===== src/rtl/uart_pkg.sv =====
// uart_pkg: shared UART timing constants.
//   CLK_FREQ, BAUD     : system clock and line rate
//   BAUD_DIV           : clk cycles per UART bit
//   DEF_DATA_BITS      : default character width
//   DEF_IDLE_CYCLES    : default frame-close timeout, two 10-bit characters
package uart_pkg;
  localparam int CLK_FREQ        = 50_000_000;
  localparam int BAUD            = 115_200;
  localparam int BAUD_DIV        = CLK_FREQ / BAUD;
  localparam int DEF_DATA_BITS   = 8;
  localparam int DEF_IDLE_CYCLES = 20 * BAUD_DIV;
endpackage


===== src/rtl/sync_fifo.sv =====
// sync_fifo: first-word-fall-through synchronous FIFO.
//   clk, rst      : clock, asynchronous active-low reset
//   wr_en/wr_data : push request and data
//   rd_en/rd_data : pop request; rd_data shows the head entry (0 when empty)
//   count         : occupancy, 0..DEPTH
//   full, empty   : occupancy flags
// A push while full is accepted only when a pop happens in the same cycle;
// a pop while empty is ignored.
module sync_fifo #(
  parameter int WIDTH = 9,
  parameter int DEPTH = 16
) (
  input  logic                     clk,
  input  logic                     rst,
  input  logic                     wr_en,
  input  logic [WIDTH-1:0]         wr_data,
  input  logic                     rd_en,
  output logic [WIDTH-1:0]         rd_data,
  output logic [$clog2(DEPTH):0]   count,
  output logic                     full,
  output logic                     empty
);
  localparam int AW = $clog2(DEPTH);
  localparam int CW = AW + 1;

  logic [WIDTH-1:0] mem_q [DEPTH];
  logic [AW-1:0]    wr_ptr_q, rd_ptr_q;
  logic [CW-1:0]    count_q, count_d;
  logic             do_wr, do_rd;

  assign full  = (count_q == CW'(DEPTH));
  assign empty = (count_q == '0);
  assign do_rd = rd_en && !empty;
  assign do_wr = wr_en && (!full || do_rd);

  // Empty FIFO presents zeros so the outputs follow reset immediately.
  assign rd_data = empty ? '0 : mem_q[rd_ptr_q];
  assign count   = count_q;

  always_comb begin
    count_d = count_q;
    case ({do_wr, do_rd})
      2'b10:   count_d = count_q + CW'(1);
      2'b01:   count_d = count_q - CW'(1);
      default: count_d = count_q;
    endcase
  end

  always_ff @(posedge clk) begin
    if (do_wr) mem_q[wr_ptr_q] <= wr_data;
  end

  // Pointers are exactly AW bits so they wrap naturally at DEPTH.
  always_ff @(posedge clk or negedge rst) begin
    if (!rst) begin
      wr_ptr_q <= '0;
      rd_ptr_q <= '0;
      count_q  <= '0;
    end else begin
      if (do_wr) wr_ptr_q <= wr_ptr_q + AW'(1);
      if (do_rd) rd_ptr_q <= rd_ptr_q + AW'(1);
      count_q <= count_d;
    end
  end
endmodule


===== src/rtl/uart_rx_axis.sv =====
// uart_rx_axis: turns UART receiver byte strobes into an AXI-Stream with
// idle-delimited frames.
//   clk, rst             : clock, asynchronous active-low reset
//   rx_data, rx_valid    : byte and one-cycle strobe from the UART receiver
//   m_axis_tdata/tvalid/tlast/tready : AXI-Stream output (first-word-fall-through)
//   fifo_count           : FIFO occupancy
//   overflow             : sticky, set when an incoming byte is dropped
//   overflow_clr         : synchronous clear of overflow (a same-cycle drop wins)
// Each byte waits in a one-entry hold register until the next byte arrives
// (pushed with last=0) or the line stays idle for IDLE_CYCLES (pushed with
// last=1). Holding one byte back is what lets tlast be attached to it.
module uart_rx_axis
  import uart_pkg::*;
#(
  parameter int DATA_BITS   = DEF_DATA_BITS,
  parameter int FIFO_DEPTH  = 16,
  parameter int IDLE_CYCLES = DEF_IDLE_CYCLES
) (
  input  logic                          clk,
  input  logic                          rst,
  input  logic [DATA_BITS-1:0]          rx_data,
  input  logic                          rx_valid,
  output logic [DATA_BITS-1:0]          m_axis_tdata,
  output logic                          m_axis_tvalid,
  output logic                          m_axis_tlast,
  input  logic                          m_axis_tready,
  output logic [$clog2(FIFO_DEPTH):0]   fifo_count,
  output logic                          overflow,
  input  logic                          overflow_clr
);
  localparam int TW = $clog2(IDLE_CYCLES + 1);
  localparam logic [TW-1:0] IDLE_MAX = TW'(IDLE_CYCLES);

  logic [DATA_BITS-1:0] hold_q, hold_d;
  logic                 hold_vld_q, hold_vld_d;
  logic [TW-1:0]        timer_q, timer_d;
  logic                 overflow_q, overflow_d;
  logic                 drop;

  logic                 fifo_wr_en;
  logic [DATA_BITS:0]   fifo_wr_data;
  logic [DATA_BITS:0]   fifo_rd_data;
  logic                 fifo_full, fifo_empty;
  logic                 pop, push_ok;

  // empty is exactly fifo_count == 0.
  assign m_axis_tvalid = !fifo_empty;
  assign pop           = m_axis_tvalid && m_axis_tready;
  // A full FIFO still takes a push when its head leaves in the same cycle.
  assign push_ok       = !fifo_full || pop;

  always_comb begin
    hold_d       = hold_q;
    hold_vld_d   = hold_vld_q;
    timer_d      = timer_q;
    drop         = 1'b0;
    fifo_wr_en   = 1'b0;
    fifo_wr_data = {1'b0, hold_q};

    if (rx_valid) begin
      // A new byte always beats an expiring timer, so no tlast here.
      timer_d = '0;
      if (!hold_vld_q) begin
        hold_d     = rx_data;
        hold_vld_d = 1'b1;
      end else if (push_ok) begin
        fifo_wr_en   = 1'b1;
        fifo_wr_data = {1'b0, hold_q};
        hold_d       = rx_data;
      end else begin
        drop = 1'b1;
      end
    end else if (hold_vld_q) begin
      if (timer_q == IDLE_MAX) begin
        // Close the frame; if the FIFO is full, stay here and retry.
        if (push_ok) begin
          fifo_wr_en   = 1'b1;
          fifo_wr_data = {1'b1, hold_q};
          hold_vld_d   = 1'b0;
          timer_d      = '0;
        end
      end else begin
        timer_d = timer_q + TW'(1);
      end
    end

    if (drop)              overflow_d = 1'b1;
    else if (overflow_clr) overflow_d = 1'b0;
    else                   overflow_d = overflow_q;
  end

  always_ff @(posedge clk or negedge rst) begin
    if (!rst) begin
      hold_q     <= '0;
      hold_vld_q <= 1'b0;
      timer_q    <= '0;
      overflow_q <= 1'b0;
    end else begin
      hold_q     <= hold_d;
      hold_vld_q <= hold_vld_d;
      timer_q    <= timer_d;
      overflow_q <= overflow_d;
    end
  end

  sync_fifo #(
    .WIDTH (DATA_BITS + 1),
    .DEPTH (FIFO_DEPTH)
  ) u_fifo (
    .clk     (clk),
    .rst     (rst),
    .wr_en   (fifo_wr_en),
    .wr_data (fifo_wr_data),
    .rd_en   (pop),
    .rd_data (fifo_rd_data),
    .count   (fifo_count),
    .full    (fifo_full),
    .empty   (fifo_empty)
  );

  assign m_axis_tdata = fifo_rd_data[DATA_BITS-1:0];
  assign m_axis_tlast = fifo_rd_data[DATA_BITS];
  assign overflow     = overflow_q;
endmodule


===== config.mk =====
export PLATFORM = sky130hd
export DESIGN_NAME = uart_rx_axis
export DESIGN_NICKNAME = d
export VERILOG_FILES = /design/src/rtl/uart_pkg.sv /design/src/rtl/sync_fifo.sv /design/src/rtl/uart_rx_axis.sv
export SDC_FILE = /design/constraint.sdc
export NUM_CORES = 1
export LEC_CHECK = 0
export CORE_MARGIN = 2
export CORE_UTILIZATION = 60
export DETAILED_ROUTE_END_ITERATION = 10
export HOLD_SLACK_MARGIN = 0.1
export PLACE_DENSITY = 0.75
export SLEW_MARGIN = 0
export SYNTH_ARGS = -nofsm -noshare
export SYNTH_HDL_FRONTEND = slang
export SYNTH_SLANG_ARGS = --single-unit
export TNS_END_PERCENT = 100

===== constraint.sdc =====
create_clock -name clk -period 4.02 [get_ports clk]
set_input_delay 1.206 -clock clk [delete_from_list [all_inputs] [get_ports clk]]
set_output_delay 1.206 -clock clk [all_outputs]
set_load 0.01 [all_outputs]

==> metrics.md <==
| Metric | Value |
|---|---|
| Maxcap violations | 0 |
| Root buf cell | clkbuf_16 |
| Layout Cells excl Fill | 665 |
| Final WL | 13,940 um |
| Post-Synthesis Mean Instance Area | 17.62 um^2 |
| Post-CTS sizing | 0 |
| Design Area, Final | 8741 um^2 |
| Fin Clk Skew | 0.01378 ns |
| EDFF count, synth | 144 |
| Crit path cell chain | buf_12 > mux4_2 > mux2i_1 > o22ai_1 > clkdlybuf4s50_1 |
| Area Overhead vs Synth | 15.64% |
| Status | finished, final reports clean |
| Diode count | 0 |
| Clk Latency, worst-skew pair | 0.42 ns |
| Slew Viols, Final | 0 |
| Layout cell share with drive strength beyond 1 | 22.52% |
| R2R Setup Slk | 0.79 ns |
| Largest net degree at the start of global routing | 38 |
| Crit start category | register |
| Pwr dens | between 600 and 700 nW/um^2 |
| Post-synthesis cell type count | 52 |
| Fillers | a little over 800 |
| Die width | around 120 um |
| Synth cell count leaders | edfxtp_1 (144), dfrtp_1 (37), mux4_2 (36) |
| Worst-margin pin slew | 0.8364 ns |
| Cells after synthesis | 429 |
| Setup_tns | 0 ns |
| Hold slack | 0.4819 ns |
| Final Hold Fails | 0 |
| Initial antenna violation count | 0 |
| Pre-antenna DRT Iters | 4 |
| Worst slew margin | 44.24% |
| RSZ-0062 raised after global routing | false |
| FP Rows | 41 |
| Final HPWL DP | 9012 um |
| Dpl cells | 633 |
| Core Box Area | 12,470 um^2 |
| Leakage | 3.073 nW |
| Tmin final | 3.857 ns |
| Via count | slightly below 4k |
| HP Class | register to register |
| Total gr overflow | 0 |
| Layout net count | 504 |
| Slowest CP cell | dfrtp_4 |
| Ys Warns | 0 |
| Die ar. | 13,510 um^2 |
| Maximum clock insertion buffer count | 2 |
| CP Data Required Time | 2.81 ns |
| # clock sinks | 181 |
| Reg area | ~5300 um^2 |
| Gpl congestion | 0.7905 |
| Die Ht | about 120 um |
| Critical path endpoint category | primary output |
| Most numerous cell in the Yosys netlist | edfxtp_1 |
| Vias in the first global route | ~3.9k |
| Initial Utilization | 60.63% |
| Synth top area cells | edfxtp_1 (57%), dfrtp_1 (12%), mux4_2 (11%), mux2i_1 (2.4%), ha_1 (1.8%) |
| Main synth FF type | edfxtp_1 |
| Post-DP Area | between 8000 and 9000 um^2 |
| Mapped Area | 7558 um^2 |
| Num ports | 29 |
| Global-route wire length before repair | 21,680 um |
| #FFs+latches synth | 181 |
| Max FO, Critical Path | 13 |
| Critical path arrival | 2.65 ns |
| Drt initial violations | roughly 330 |
| Register area share after synthesis | 69.46% |
| GRT Total Usage | a little under a quarter |
| Final setup fails | 0 |
| Hold buffers post-CTS | 0 |
| Share of synthesized flip-flops with an asynchronous set or reset | 20.44% |
| CP top delay family | multiplexers |
| Syn Nets | 453 |
| CTS Buf Count | 17 |
| Routed length per placed instance | about 21 um |
| Antenna viol nets, final | 0 |
| Final worst-path cycle share | a little over nine tenths |
| # DRC | 0 |
| Top-area cell type share of the netlist area | between 50% and 60% |
| Fmax | around 0.26 GHz |
| Largest stage delay on the critical path | 0.58 ns |
| Crit Path Class | register to primary output |
| CTS tree | yes |
| Post-CTS setup buffers | 0 |
| Clk slew on worst S/H paths | approximately 0.06 ns |
| H-tree levels | 4 |
| Multi-input gate area | approximately 2200 um^2 |
| Largest area contributor in the netlist | edfxtp_1 |
| Buf/Inv on CP | 2 |
| Drt via density | 5.952 |
| IO buf count | 28 |
| VDD IR max | 0.3916 mV |
-- layout make-up --
cell class	instances	area share [%]
inverter	9	0.3865
clock inverter	15	1.575
multi-input combinational	219	24.96
tap	172	2.462
timing repair buffer	52	5.640
sequential	181	60.11
clock buffer	17	4.867
-- through the flow --
step	util [%]	total power, mW	setup WS (ns)
2_1_floorplan	-	3.674	0.6954
3_3_place_gp	65.54	4.303	0.4028
3_5_place_dp	65.54	4.363	0.2531
4_1_cts	70.06	5.933	0.002997
5_1_grt	70.12	6.148	0.03299
6_report	70.12	5.874	0.1633
-- flip-flops by register name (all words and copies together) (netlist names) --
| name | cells |
|---|---|
| u_fifo.count | 5 |
| hold_q | 8 |
| u_fifo.rd_ptr_q | 4 |
| u_fifo.mem_q | 144 |
| u_fifo.wr_ptr_q | 4 |
| hold_vld_q | 1 |
| timer_q | 14 |
| overflow | 1 |
-- metal layers --
| layer | wire (um) | GRT usage, % | up-vias | share of wire [%] |
|---|---|---|---|---|
| met3 | 711 | 5.086 | 16 | 5.1 |
| met5 | 0 | 0 | - | 0 |
| met4 | 183 | 6.905 | 0 | 1.3 |
| met2 | 7000 | 36.74 | 138 | 50 |
| li1 | - | - | 1795 | - |
| met1 | 6040 | 30.87 | 2009 | 43 |
-- kinds of logic (layout without fill, tap and decap cells) --
family | Yosys count | after routing | share of synthesized area, %
compound gates | 46 | 46 | 4.089
xor+xnor | 18 | 18 | 2.086
mux | 65 | 65 | 15.15
fa+ha+maj | 11 | 11 | 1.821
flops | 181 | 181 | 69.46
buf+inv | 29 | 93 | 1.738
simple gates | 79 | 79 | 5.662
-- power by group --
part	total [mW]	switching (mW)	internal, mW
Combinational	1.75	0.823	0.929
Clock	1.56	0.653	0.906
Sequential	2.56	0.256	2.31
-- cells in the final DEF, fill, tap and decap left out, types with 11 or more instances in the layout --
cell type        count
edfxtp_1           144
mux4_2              36
dfrtp_1             36
clkdlybuf4s50_1     27
nor2_1              24
buf_4               21
mux2i_1             18
clkbuf_16           17
nand2_1             12
xor2_1              12
ha_1                11
-- path summary, 6_finish.rpt --
kind                                                     start                             end  cells after the start
worst max-delay path            u_fifo.rd_ptr_q[0]$_DFFE_PN0P_                 m_axis_tdata[4]                      5
worst min-delay path            u_fifo.rd_ptr_q[3]$_DFFE_PN0P_  u_fifo.rd_ptr_q[3]$_DFFE_PN0P_                      1
worst max register to register     u_fifo.count[2]$_DFFE_PN0P_     u_fifo.count[4]$_DFFE_PN0P_                     10
worst min register to register  u_fifo.rd_ptr_q[3]$_DFFE_PN0P_  u_fifo.rd_ptr_q[3]$_DFFE_PN0P_                      1
max in group asynchronous                                  rst  u_fifo.rd_ptr_q[0]$_DFFE_PN0P_                      1
min in group asynchronous                                  rst     u_fifo.count[1]$_DFFE_PN0P_                      1
No activity file was read; power rests on OpenSTA's default activity.
